## config.mk

```make
export PLATFORM = sky130hd
export DESIGN_NAME = keypad_uart_tx
export DESIGN_NICKNAME = d
export VERILOG_FILES = /design/src/rtl/keypad_uart_tx.sv
export SDC_FILE = /design/constraint.sdc
export NUM_CORES = 1
export LEC_CHECK = 0
export CORE_MARGIN = 1
export CORE_UTILIZATION = 48
export DETAILED_ROUTE_END_ITERATION = 10
export GPL_ROUTABILITY_DRIVEN = 1
export GPL_TIMING_DRIVEN = 0
export HOLD_SLACK_MARGIN = 0.05
export PLACE_DENSITY_LB_ADDON = 0.08
export SLEW_MARGIN = 10
export SYNTH_ARGS = -nofsm -noshare
export SYNTH_HDL_FRONTEND = slang
export SYNTH_SLANG_ARGS = --single-unit
```

## constraint.sdc

```tcl
create_clock -name clk -period 2.1 [get_ports clk]
set_input_delay 0.42 -clock clk [delete_from_list [all_inputs] [get_ports clk]]
set_output_delay 0.42 -clock clk [all_outputs]
set_load 0.01 [all_outputs]
```

## src/rtl/keypad_uart_tx.sv

```systemverilog
`default_nettype none
// ============================================================================
// Module      : keypad_uart_tx
// Description : Captures one ASCII character per keypad press into a small
//               circular FIFO and serialises it as asynchronous UART, LSB
//               first, on a registered tx line (8N1 by default).
// Options     : KEYPAD_UART_PARITY_EN - adds an even-parity bit (8E1 frame).
// Revision    : 1.0 - initial release
// ============================================================================
module keypad_uart_tx #(
  parameter int CLK_HZ     = 50000000,
  parameter int BAUD       = 9600,
  parameter int FIFO_DEPTH = 4
) (
  input  logic       clk,
  input  logic       reset,
  input  logic [7:0] data,
  input  logic       start,
  output logic       tx,
  output logic       busy,
  output logic       overflow
);

  localparam int c_DIV = CLK_HZ / BAUD;
  localparam int c_BW  = (c_DIV > 1) ? $clog2(c_DIV) : 1;
  localparam int c_AW  = $clog2(FIFO_DEPTH);
  localparam int c_CW  = c_AW + 1;
  localparam logic [c_BW-1:0] c_BAUD_LAST = c_BW'(c_DIV - 1);
  localparam logic [c_CW-1:0] c_FULL      = c_CW'(FIFO_DEPTH);

  typedef enum logic [2:0] {
    S_IDLE   = 3'd0,
    S_START  = 3'd1,
    S_DATA   = 3'd2,
`ifdef KEYPAD_UART_PARITY_EN
    S_PARITY = 3'd3,
`endif
    S_STOP   = 3'd4
  } state_t;

  // Press detect / FIFO state
  logic            r_start_q;
  logic [7:0]      r_mem [FIFO_DEPTH];
  logic [c_AW-1:0] r_wr;
  logic [c_AW-1:0] r_rd;
  logic [c_CW-1:0] r_count;
  logic            r_ovf;

  // Serialiser state
  state_t          r_state;
  state_t          w_state_nxt;
  logic [c_BW-1:0] r_baud;
  logic [c_BW-1:0] w_baud_nxt;
  logic [2:0]      r_bit;
  logic [2:0]      w_bit_nxt;
  logic [7:0]      r_shift;
  logic [7:0]      w_shift_nxt;
  logic            r_tx;
  logic            w_tx_nxt;
`ifdef KEYPAD_UART_PARITY_EN
  logic            r_par;
  logic            w_par_nxt;
`endif

  logic w_press;
  logic w_full;
  logic w_empty;
  logic w_pop;
  logic w_push;
  logic w_baud_end;

  assign w_press    = start & ~r_start_q & (data != 8'h00);
  assign w_full     = (r_count == c_FULL);
  assign w_empty    = (r_count == '0);
  // A same-cycle pop frees a slot, so a press into a full FIFO still lands.
  assign w_push     = w_press & (~w_full | w_pop);
  assign w_baud_end = (r_baud == c_BAUD_LAST);

  assign tx       = r_tx;
  assign overflow = r_ovf;
  assign busy     = (r_state != S_IDLE) | ~w_empty;

  // FIFO storage write port (no reset needed: contents are qualified by count)
  always_ff @(posedge clk) begin
    if (w_push) begin
      r_mem[r_wr] <= data;
    end
  end

  // Edge-detect register, FIFO pointers/count and sticky overflow flag
  always_ff @(posedge clk) begin
    if (reset) begin
      r_start_q <= 1'b0;
      r_wr      <= '0;
      r_rd      <= '0;
      r_count   <= '0;
      r_ovf     <= 1'b0;
    end else begin
      r_start_q <= start;
      if (w_push) begin
        r_wr <= r_wr + c_AW'(1);
      end
      if (w_pop) begin
        r_rd <= r_rd + c_AW'(1);
      end
      case ({w_push, w_pop})
        2'b10:   r_count <= r_count + c_CW'(1);
        2'b01:   r_count <= r_count - c_CW'(1);
        default: r_count <= r_count;
      endcase
      if (w_press && w_full && !w_pop) begin
        r_ovf <= 1'b1;
      end
    end
  end

  // Serialiser state register; tx is registered so the line is glitch-free
  always_ff @(posedge clk) begin
    if (reset) begin
      r_state <= S_IDLE;
      r_baud  <= '0;
      r_bit   <= '0;
      r_shift <= '0;
      r_tx    <= 1'b1;
`ifdef KEYPAD_UART_PARITY_EN
      r_par   <= 1'b0;
`endif
    end else begin
      r_state <= w_state_nxt;
      r_baud  <= w_baud_nxt;
      r_bit   <= w_bit_nxt;
      r_shift <= w_shift_nxt;
      r_tx    <= w_tx_nxt;
`ifdef KEYPAD_UART_PARITY_EN
      r_par   <= w_par_nxt;
`endif
    end
  end

  // Next-state, baud/bit sequencing, FIFO pop and next tx level
  always_comb begin
    w_state_nxt = r_state;
    w_baud_nxt  = r_baud;
    w_bit_nxt   = r_bit;
    w_shift_nxt = r_shift;
    w_pop       = 1'b0;
    w_tx_nxt    = 1'b1;
`ifdef KEYPAD_UART_PARITY_EN
    w_par_nxt   = r_par;
`endif
    case (r_state)
      S_IDLE: begin
        if (!w_empty) begin
          w_pop       = 1'b1;
          w_shift_nxt = r_mem[r_rd];
          w_baud_nxt  = '0;
          w_bit_nxt   = '0;
          w_state_nxt = S_START;
`ifdef KEYPAD_UART_PARITY_EN
          w_par_nxt   = ^r_mem[r_rd];
`endif
        end
      end
      S_START: begin
        if (w_baud_end) begin
          w_baud_nxt  = '0;
          w_state_nxt = S_DATA;
        end else begin
          w_baud_nxt = r_baud + c_BW'(1);
        end
      end
      S_DATA: begin
        if (w_baud_end) begin
          w_baud_nxt  = '0;
          w_shift_nxt = {1'b0, r_shift[7:1]};
          if (r_bit == 3'd7) begin
`ifdef KEYPAD_UART_PARITY_EN
            w_state_nxt = S_PARITY;
`else
            w_state_nxt = S_STOP;
`endif
          end else begin
            w_bit_nxt = r_bit + 3'd1;
          end
        end else begin
          w_baud_nxt = r_baud + c_BW'(1);
        end
      end
`ifdef KEYPAD_UART_PARITY_EN
      S_PARITY: begin
        if (w_baud_end) begin
          w_baud_nxt  = '0;
          w_state_nxt = S_STOP;
        end else begin
          w_baud_nxt = r_baud + c_BW'(1);
        end
      end
`endif
      S_STOP: begin
        if (w_baud_end) begin
          w_baud_nxt  = '0;
          w_state_nxt = S_IDLE;
        end else begin
          w_baud_nxt = r_baud + c_BW'(1);
        end
      end
      default: begin
        w_state_nxt = S_IDLE;
        w_baud_nxt  = '0;
      end
    endcase

    // tx for the coming cycle follows the state being entered
    case (w_state_nxt)
      S_START:  w_tx_nxt = 1'b0;
      S_DATA:   w_tx_nxt = w_shift_nxt[0];
`ifdef KEYPAD_UART_PARITY_EN
      S_PARITY: w_tx_nxt = w_par_nxt;
`endif
      default:  w_tx_nxt = 1'b1;
    endcase
  end

endmodule
`default_nettype wire

```

==> run summary, run 1 <==
The synthesized design spends more area on one cell type than any other, namely sky130_fd_sc_hd__edfxtp_1. In the final routed layout, each cell accounts on average for 15.6 µm. In the post-synthesis netlist, the cell with the most instances is sky130_fd_sc_hd__dfxtp_1.

The overall routing resource usage was 18.5%. Of the total power, the share spent switching nets is 33.7%. The worst-case headroom to the max-slew limit was 51.4%. The number of sinks driven by the clock tree came out at 71.

For this configuration, the core starts out at a cell density of 50.4%. The combined area of all synthesized cells is 3040 µm², and the number of rows created at floorplan is 28. Synthesis inferred 71 register bits. The detailed-router iteration count before antenna repair is 4.

The run finished with clean final reports. Dividing the detail-routed via count by the number of cells gives 5.38. The tools report the maximum clock skew at final layout as 0.00902 ns. In this run the clock root is driven by a sky130_fd_sc_hd__clkbuf_8. The worst-case IR drop observed on VDD is 0.586 mV. The commonest cells after synthesis are sky130_fd_sc_hd__dfxtp_1, sky130_fd_sc_hd__edfxtp_1, sky130_fd_sc_hd__nor2_1. The post-synthesis to final-layout area growth works out to 17.0%.

The post-cts hold buffer count is 0. Summed over all cells, the static leakage comes to 1.25 nW. The analysis attributes to net switching a power of 1.37 mW. 0 antenna diodes ended up in the layout. Setup slack closes at 0.0587 ns. Overall power consumption after layout is estimated at 4.06 mW.

The pin count of the biggest net entering global routing is 15, and the first-pass GRT wire length is 8770 µm. The run gives 0 as the number of hold violations in the final report. Max-cap violations in this run came to 0.

The critical path is of the reg2reg type. The tools report the initial DRC count as 76. The initial antenna violation count came out at 0. The width of the die works out to 81.5 µm. The worst-margin pin slew was 0.729 ns; the top cell type's share of synthesized area was 31.6%. Sequential cells burn 42.7% of the power. In the synthesized netlist, the number of instances is 251. The average instance area after synthesis works out to 12.1 µm². The run gives 0 as the max-slew violation count. Number of flops mapped to enable cells by yosys: 32. The capturing element type of the critical path was a flop. In this run the power density over the cells is 1140 nW/µm².

Buffers inserted during clock tree synthesis total 9. Data on the critical path is required at its endpoint by 2.31 ns. No sink is reached through more buffers than the 2 on the longest clock path. The tools report the kind of start point of the critical path as a flop. The run gives 0 as the count of unresolved DRC violations after routing. In the synthesized netlist the dominant register cell turns out to be sky130_fd_sc_hd__dfxtp_1.

The count of filler cells inserted in the layout is 528, and the multi-input combinational cell area is 1300 µm². The class of the tightest hold or removal check was in2reg. Summed over all layers, the routed wires come to 5620 µm. The number of placed I/O pins was 14; the post-route core utilization was 58.9%. The tools report the number of global-route vias before repair as 1795. Setup violations remaining at the end of the flow were counted as 0. The total overflow left after global routing is 0.

The clock reaches the later pin of the worst-skew pair after 0.34 ns. Yosys printed 0 warnings. Along the worst path, the maximum fanout reaches 8. The tools report the post-synth net total as 270. The run gives 6030 µm² as the floorplan core area.

In this run, the clock network consumes 24.0% of the power. For the final total negative setup slack, the log shows 0 ns. The congestion estimate from routability-driven global placement came to 0.776. The share of final-layout standard cells stronger than drive strength 1 was 19.3%; the net count reported at finish was 299. The logs give 3 for the H-tree depth and 2.70 mW for the cell-internal power. The run gives 57.4% as the sequential-to-total area share from yosys stat. Based on the critical path, the design can be clocked at up to 0.490 GHz.

The number of distinct library cells after synthesis came out at 47. During placement, the flow inserted port buffers numbering 12. Share of the clock period used by the worst path: 97.2%. The detail route stage leaves a number of antenna-violating nets equal to 0. From bottom edge to top edge, the die measures 81.5 µm. The tools report the area used by sequential logic in the layout as 1740 µm². After clock tree synthesis, the clock-pin slew on the worst setup and hold paths is 0.08 ns. In the post-synthesis netlist, the biggest area contributors are sky130_fd_sc_hd__edfxtp_1, sky130_fd_sc_hd__dfxtp_1, sky130_fd_sc_hd__mux4_2. Across all layers, the routed design uses 1935 vias.

TritonCTS built the clock tree. The die outline area was 6650 µm². For the portion of total power attributed to combinational logic, the log shows 33.2%.

The worst slack at placement is -0.695 ns, and the HPWL after detailed placement is 3780 µm. For the signal arrival time at the worst endpoint, the log shows 2.25 ns. The worst path needs 2.04 ns of the cycle, external delays included. In the synthesized netlist the async set-or-reset flop fraction comes to 0%.
==> path summary, 6_finish.rpt <==
| check | to | cells after the start | from | slack, ns |
|---|---|---|---|---|
| worst max-delay path | r_count[2] | 10 | r_state[0] | 0.06 |
| worst min register to register | r_shift[2] | 2 | r_shift[2] | 0.46 |
| worst min-delay path | r_start_q | 2 | reset | 0.45 |
| worst max register to register | r_count[2] | 10 | r_state[0] | 0.06 |
==> power groups by stage <==
stage	logic, mW	registers [mW]	clock network (mW)
after floorplan	0.911	1.74	0
after global placement	1.19	1.75	0
after detailed placement	1.20	1.75	0
after CTS	1.30	1.73	1.00
after global routing	1.49	1.76	1.05
final	1.35	1.74	0.977
==> registers in the layout, summed over array words and instances (netlist names), named ones only <==
name and flops:
r_wr 2, tx 1, r_start_q 1, r_rd 2, r_state 3, r_mem 32, r_baud 13, r_count 3
r_shift 8, r_bit 3, overflow 1
==> layer usage <==
layer | vias to the layer above | track usage [%] | share of wire (%)
li1 | 979 | - | -
met1 | 935 | 23.6 | 47
met4 | 0 | 8.57 | 0.59
met2 | 19 | 30.4 | 51
met3 | 2 | 3.33 | 1.8
met5 | - | 0 | 0
==> layout make-up <==
cell class,count,area share [%]
buffer,9,1.44
clock buffer,9,3.49
clock inverter,7,1.55
inverter,6,0.634
multi-input combinational,165,36.6
sequential,71,49.1
tap,75,2.64
timing repair buffer,18,4.54
==> critical path, stage by stage (launching register included) <==
cell and delay (ns):
sky130_fd_sc_hd__dfxtp_1 0.31, sky130_fd_sc_hd__buf_6 0.13, sky130_fd_sc_hd__or3_4 0.38, sky130_fd_sc_hd__nor2_4 0.13, sky130_fd_sc_hd__buf_6 0.11, sky130_fd_sc_hd__nand2_1 0.06, sky130_fd_sc_hd__fa_2 0.36, sky130_fd_sc_hd__a21oi_2 0.13
sky130_fd_sc_hd__o2bb2ai_2 0.13, sky130_fd_sc_hd__xnor2_1 0.13, sky130_fd_sc_hd__nor2_1 0.05
==> cells in the final DEF (no fill, tap or decap), drive strengths merged, types with 2 or more instances in the layout <==
master | synthesis | final
nand3 | 6 | 6
clkinv | 0 | 4
clkdlybuf4s50 | 0 | 3
dlymetal6s2s | 0 | 2
o211ai | 2 | 2
nor4b | 2 | 2
buf | 6 | 12
nand2 | 17 | 17
xnor2 | 10 | 10
inv | 6 | 8
nor3 | 4 | 4
mux4 | 8 | 8
and4 | 3 | 3
ha | 7 | 7
nor4 | 4 | 4
or3 | 2 | 2
mux2i | 2 | 2
dfxtp | 39 | 39
edfxtp | 32 | 32
a21oi | 11 | 11
o21ai | 3 | 3
a22oi | 9 | 9
nand2b | 3 | 3
clkbuf | 3 | 12
a221oi | 2 | 2
a21o | 3 | 3
xor2 | 7 | 7
and2 | 5 | 5
dlygate4sd2 | 0 | 7
o31ai | 2 | 2
nand4 | 2 | 2
nor2 | 33 | 33
and3 | 4 | 4
nor3b | 4 | 4
==> metrics by stage <==
step	std cells	hold slack, ns	area, µm²
after floorplan	251	0.437	3050
after global placement	338	0.445	3260
after detailed placement	338	0.448	3260
after CTS	357	0.444	3500
after global routing	360	0.466	3550
final	360	0.453	3550
==> logic make-up (layout without fill, tap and decap cells) <==
logic type | count (synthesis) | after routing | synth area share, %
buf+inv | 15 | 49 | 2.22
simple gates | 92 | 92 | 16.2
fa+ha+maj | 8 | 8 | 3.54
compound gates | 37 | 37 | 8.69
mux | 11 | 11 | 7.09
xor+xnor | 17 | 17 | 4.90
flops | 71 | 71 | 57.4
==> repair_timing <==
item / in CTS / in global routing
cloned: 0 / 0
setup buffers: 3 / 3
gates resized for setup: 18 / 8
pin swaps: 3 / 5
setup endpoints to repair: 35 / 40
(Power assumes the default switching activity.)
==> run 2, diff against run 1 <==
==> constraint.sdc (replaced) <==
create_clock -name clk -period 2.1 [get_ports clk]
set_input_delay 0.315 -clock clk [delete_from_list [all_inputs] [get_ports clk]]
set_output_delay 0.315 -clock clk [all_outputs]
set_load 0.01 [all_outputs]
==> run 2 against run 1 <==
Effect of this change:
- via count is 0.52% higher
- sequential share of layout area hardly changed
- register-to-register slack worse by 0.04 ns
- critical path depth stayed put
- clock power is 0.4% lower
- count of clock-buffer cells in the layout stayed put
- total power is 0.86% lower
- cell count is 0.56% lower
- setup slack worse by 0.043 ns
- sequential cell count stayed put
==> run summary, run 2 (same netlist as run 1, synthesis figures left out) <==
The pin count of the biggest net entering global routing came out at 15 (unchanged). Registers with the most flip-flops: r_mem (32), r_baud (13), r_shift (8) (unchanged). The TritonCTS buffer count is 9 (unchanged). Cell chain of the critical path: buf_6, or3_4, nor2_4, buf_6, nand2_1, fa_2, a21oi_1, o2bb2ai_2, xnor2_1, nor2_1 (was buf_6, or3_4, nor2_4, buf_6, nand2_1, fa_2, a21oi_2, o2bb2ai_2, xnor2_1, nor2_1). The post-cts hold buffer count is 0 (unchanged). Most used cell along the critical path: sky130_fd_sc_hd__buf_6 (unchanged).

The logs give 0.0161 ns (was 0.0587 ns) for the smallest setup slack after layout and 6650 µm² (unchanged) for the die outline area. Setup repair after global routing could not meet its margin everywhere. The hold-critical path depth was 2 (unchanged). The class of the tightest hold or removal check was in2reg (unchanged).

The number of sinks driven by the clock tree is 71 (unchanged). The worst-path cell with the longest stage delay was sky130_fd_sc_hd__or3_4 (unchanged). The path depth of the worst reg2reg path was 10 (unchanged). The tools report the detailed-router iteration count before antenna repair as 4 (unchanged). The achievable frequency was 0.480 GHz (was 0.490 GHz). The post-route core utilization was 58.9% (about the same). The path type of the worst setup path is reg2reg (unchanged). For the overall power, the log shows 4.03 mW (was 4.06 mW). The run finished with clean final reports. For the overall routing resource usage, the log shows 18.6% (was 18.5%). The initial DRC count was 72 (was 76).

The max-slew violation count is 0 (unchanged). The capturing element type of the critical path is a flop (unchanged). The reg-to-reg critical path endpoint is r_count[2] (unchanged). The endpoint of the worst hold path was r_start_q (unchanged).

The final standard cell count with taps included and fillers excluded is 358 (was 360), and the count of antenna diodes in the layout is 0 (unchanged). The multi-input combinational cell area came out at 1300 µm² (about the same). The kind of start point of the critical path was a flop (unchanged).

The via total after detailed routing is 1945 (was 1935). The flip-flop count of the largest register, all copies and words added was 32 (unchanged). Power per cell area: 1130 nW/µm² (was 1140 nW/µm²). The run gives 6030 µm² (unchanged) as the floorplan core area.

The worst-margin pin slew is 0.735 ns (was 0.729 ns), and the worst slack at placement is -0.590 ns (was -0.695 ns). The clock-pin transition on the worst setup and hold timing paths is 0.07 ns (was 0.08 ns), and the overall routed net length is 5630 µm (was 5620 µm). The initial antenna violation count is 0 (unchanged), and the minimum clock period is 2.08 ns (was 2.04 ns). For the post-detailed-placement cell area, the log shows 3260 µm² (unchanged). Number of violations of the max-capacitance limit: 0 (unchanged). TritonCTS built the clock tree. Count of filler cells inserted in the layout: 533 (was 528). The run gives 0.00775 ns (was 0.00902 ns) as the maximum clock skew at final layout.

The portion of total power attributed to the clock network is 24.2% (was 24.0%), and the switching share of total power is 33.6% (was 33.7%). The count of buffers from port buffering is 12 (unchanged). The run gives 32.8% (was 33.2%) as the portion of total power attributed to combinational logic.

The tools report the standby leakage power as 1.26 nW (was 1.25 nW). The tools report the register-to-register path setup slack as 0.02 ns (was 0.06 ns). For the first-pass GRT wire length, the log shows 8830 µm (was 8770 µm). The number of rows created at floorplan is 28 (unchanged), and the weighted congestion reported at the end of routability-driven placement is 0.776 (unchanged).

The routed wire length per instance was 15.7 µm (was 15.6 µm). The highest ir drop seen on vdd was 0.585 mV (was 0.586 mV). The number of hold violations in the final report came out at 0 (unchanged).

The share of final-layout standard cells stronger than drive strength 1 works out to 18.4% (was 19.3%). The number of vias per cell is 5.43 (was 5.38). Final setup violation count: 0 (unchanged). Top register by number of flip-flops: r_mem (unchanged). Cell at the root of the clock tree: sky130_fd_sc_hd__clkbuf_8 (unchanged). The worst-case headroom to the max-slew limit is 51.0% (was 51.4%).

Net count reported at finish: 297 (was 299). The startpoint of the lowest-slack register-to-register path was r_state[0] (unchanged). The area used by sequential logic in the layout was 1740 µm² (unchanged); the vertical die dimension was 81.5 µm (unchanged).

The width of the die was 81.5 µm (unchanged); the remaining antenna violation count after routing was 0 (unchanged). The initial core utilization is 50.4% (unchanged), and the part of the power in registers is 43.1% (was 42.7%). The final-layout worst hold slack was 0.344 ns (was 0.453 ns); the final total negative setup slack was 0 ns (unchanged).

The tools report the critical hold path startpoint as reset (unchanged). Most frequent cells in the layout: sky130_fd_sc_hd__dfxtp_1, sky130_fd_sc_hd__edfxtp_1, sky130_fd_sc_hd__nor2_1, sky130_fd_sc_hd__nand2_1, sky130_fd_sc_hd__a21oi_1 (was sky130_fd_sc_hd__dfxtp_1, sky130_fd_sc_hd__edfxtp_1, sky130_fd_sc_hd__nor2_1, sky130_fd_sc_hd__nand2_1). The logs give 0.33 ns (was 0.34 ns) for the clock latency of the later-clocked register in the worst-skew pair and 2.67 mW (was 2.70 mW) for the cell-internal power. Cell area after layout: 3550 µm² (about the same). The largest stage delay on the critical path came out at 0.38 ns (about the same).

The run gives 338 (unchanged) as the cell count after placement. The number of global-route vias before repair is 1811 (was 1795). The post-synthesis to final-layout area growth came out at 16.9% (was 17.0%). The tools report the H-tree depth as 3 (unchanged). The switching power was 1.35 mW (was 1.37 mW); the HPWL after detailed placement was 3780 µm (unchanged). The global route total overflow is 0 (unchanged). The run gives 2.30 ns (was 2.31 ns) as the data required time at the worst endpoint. The share of the clock period used by the worst path came out at 99.2% (was 97.2%). The tools report the count of unresolved DRC violations after routing as 0 (unchanged).

Maximum fanout along the worst path: 8 (unchanged). The leading cell type in the layout, fill and taps excluded is sky130_fd_sc_hd__dfxtp_1 (unchanged). Signal arrival time at the worst endpoint: 2.29 ns (was 2.25 ns). The maximum root-to-sink buffer count came out at 2 (unchanged). The number of placed I/O pins is 14 (unchanged).
## run 2: cell types whose count changed in the layout (fill, tap and decap cells not counted), sizes merged
cell / before / now
buf: 12 / 10
clkdlybuf4s50: 3 / 7
dlygate4sd2: 7 / 0
dlymetal6s2s: 2 / 5
## run 2: worst max-delay path: cells and delay by family (launching register included)
kind	cells	cell delay (ns)
and+or+nand+nor	4	0.62
adders and majority gates	1	0.35
AOI/OAI and AO/OA	2	0.31
DFF	1	0.31
buffers and inverters	2	0.24
xor gates and xnor gates	1	0.13
## run 2: layer usage
metal | vias to the layer above | part of all wire [%] | track usage [%]
met5 | - | 0 | 0
li1 | 978 | - | -
met4 | 0 | 0.59 | 8.57
met2 | 25 | 52 | 30.8
met3 | 2 | 2.1 | 3.33
met1 | 940 | 46 | 23.6
## run 2: area by class of cell
type	instances	area share (%)
Buffer	9	1.45
Clock buffer	9	3.49
Clock inverter	7	1.55
Inverter	6	0.634
Multi-Input combinational cell	165	36.5
Sequential cell	71	49.1
Tap cell	75	2.64
Timing Repair Buffer	16	4.58
## run 2: worst max-delay path by stage
stage / to / depth (start not counted) / from
after floorplan: r_count[2] / 10 / r_state[0]
after global placement: r_count[2] / 9 / data[5]
after detailed placement: r_count[2] / 9 / data[5]
after CTS: r_count[2] / 10 / r_state[0]
after global routing: r_count[2] / 10 / r_state[0]
final: r_count[2] / 10 / r_state[0]
## run 2: what timing repair did
action                                  in CTS  in global routing
endpoints found under the setup margin      35                  8
gates resized for setup                     11                 10
cloned                                       0                  0
pin swaps                                    3                  3
buffers inserted                             4                  0
## run 2: power by group through the flow
stage	sequential [mW]	clock, mW	combinational (mW)
floorplan	1.74	0	0.911
global placement	1.75	0	1.19
detailed placement	1.75	0	1.20
CTS	1.73	1.00	1.30
global route	1.76	1.05	1.46
finish	1.73	0.973	1.32
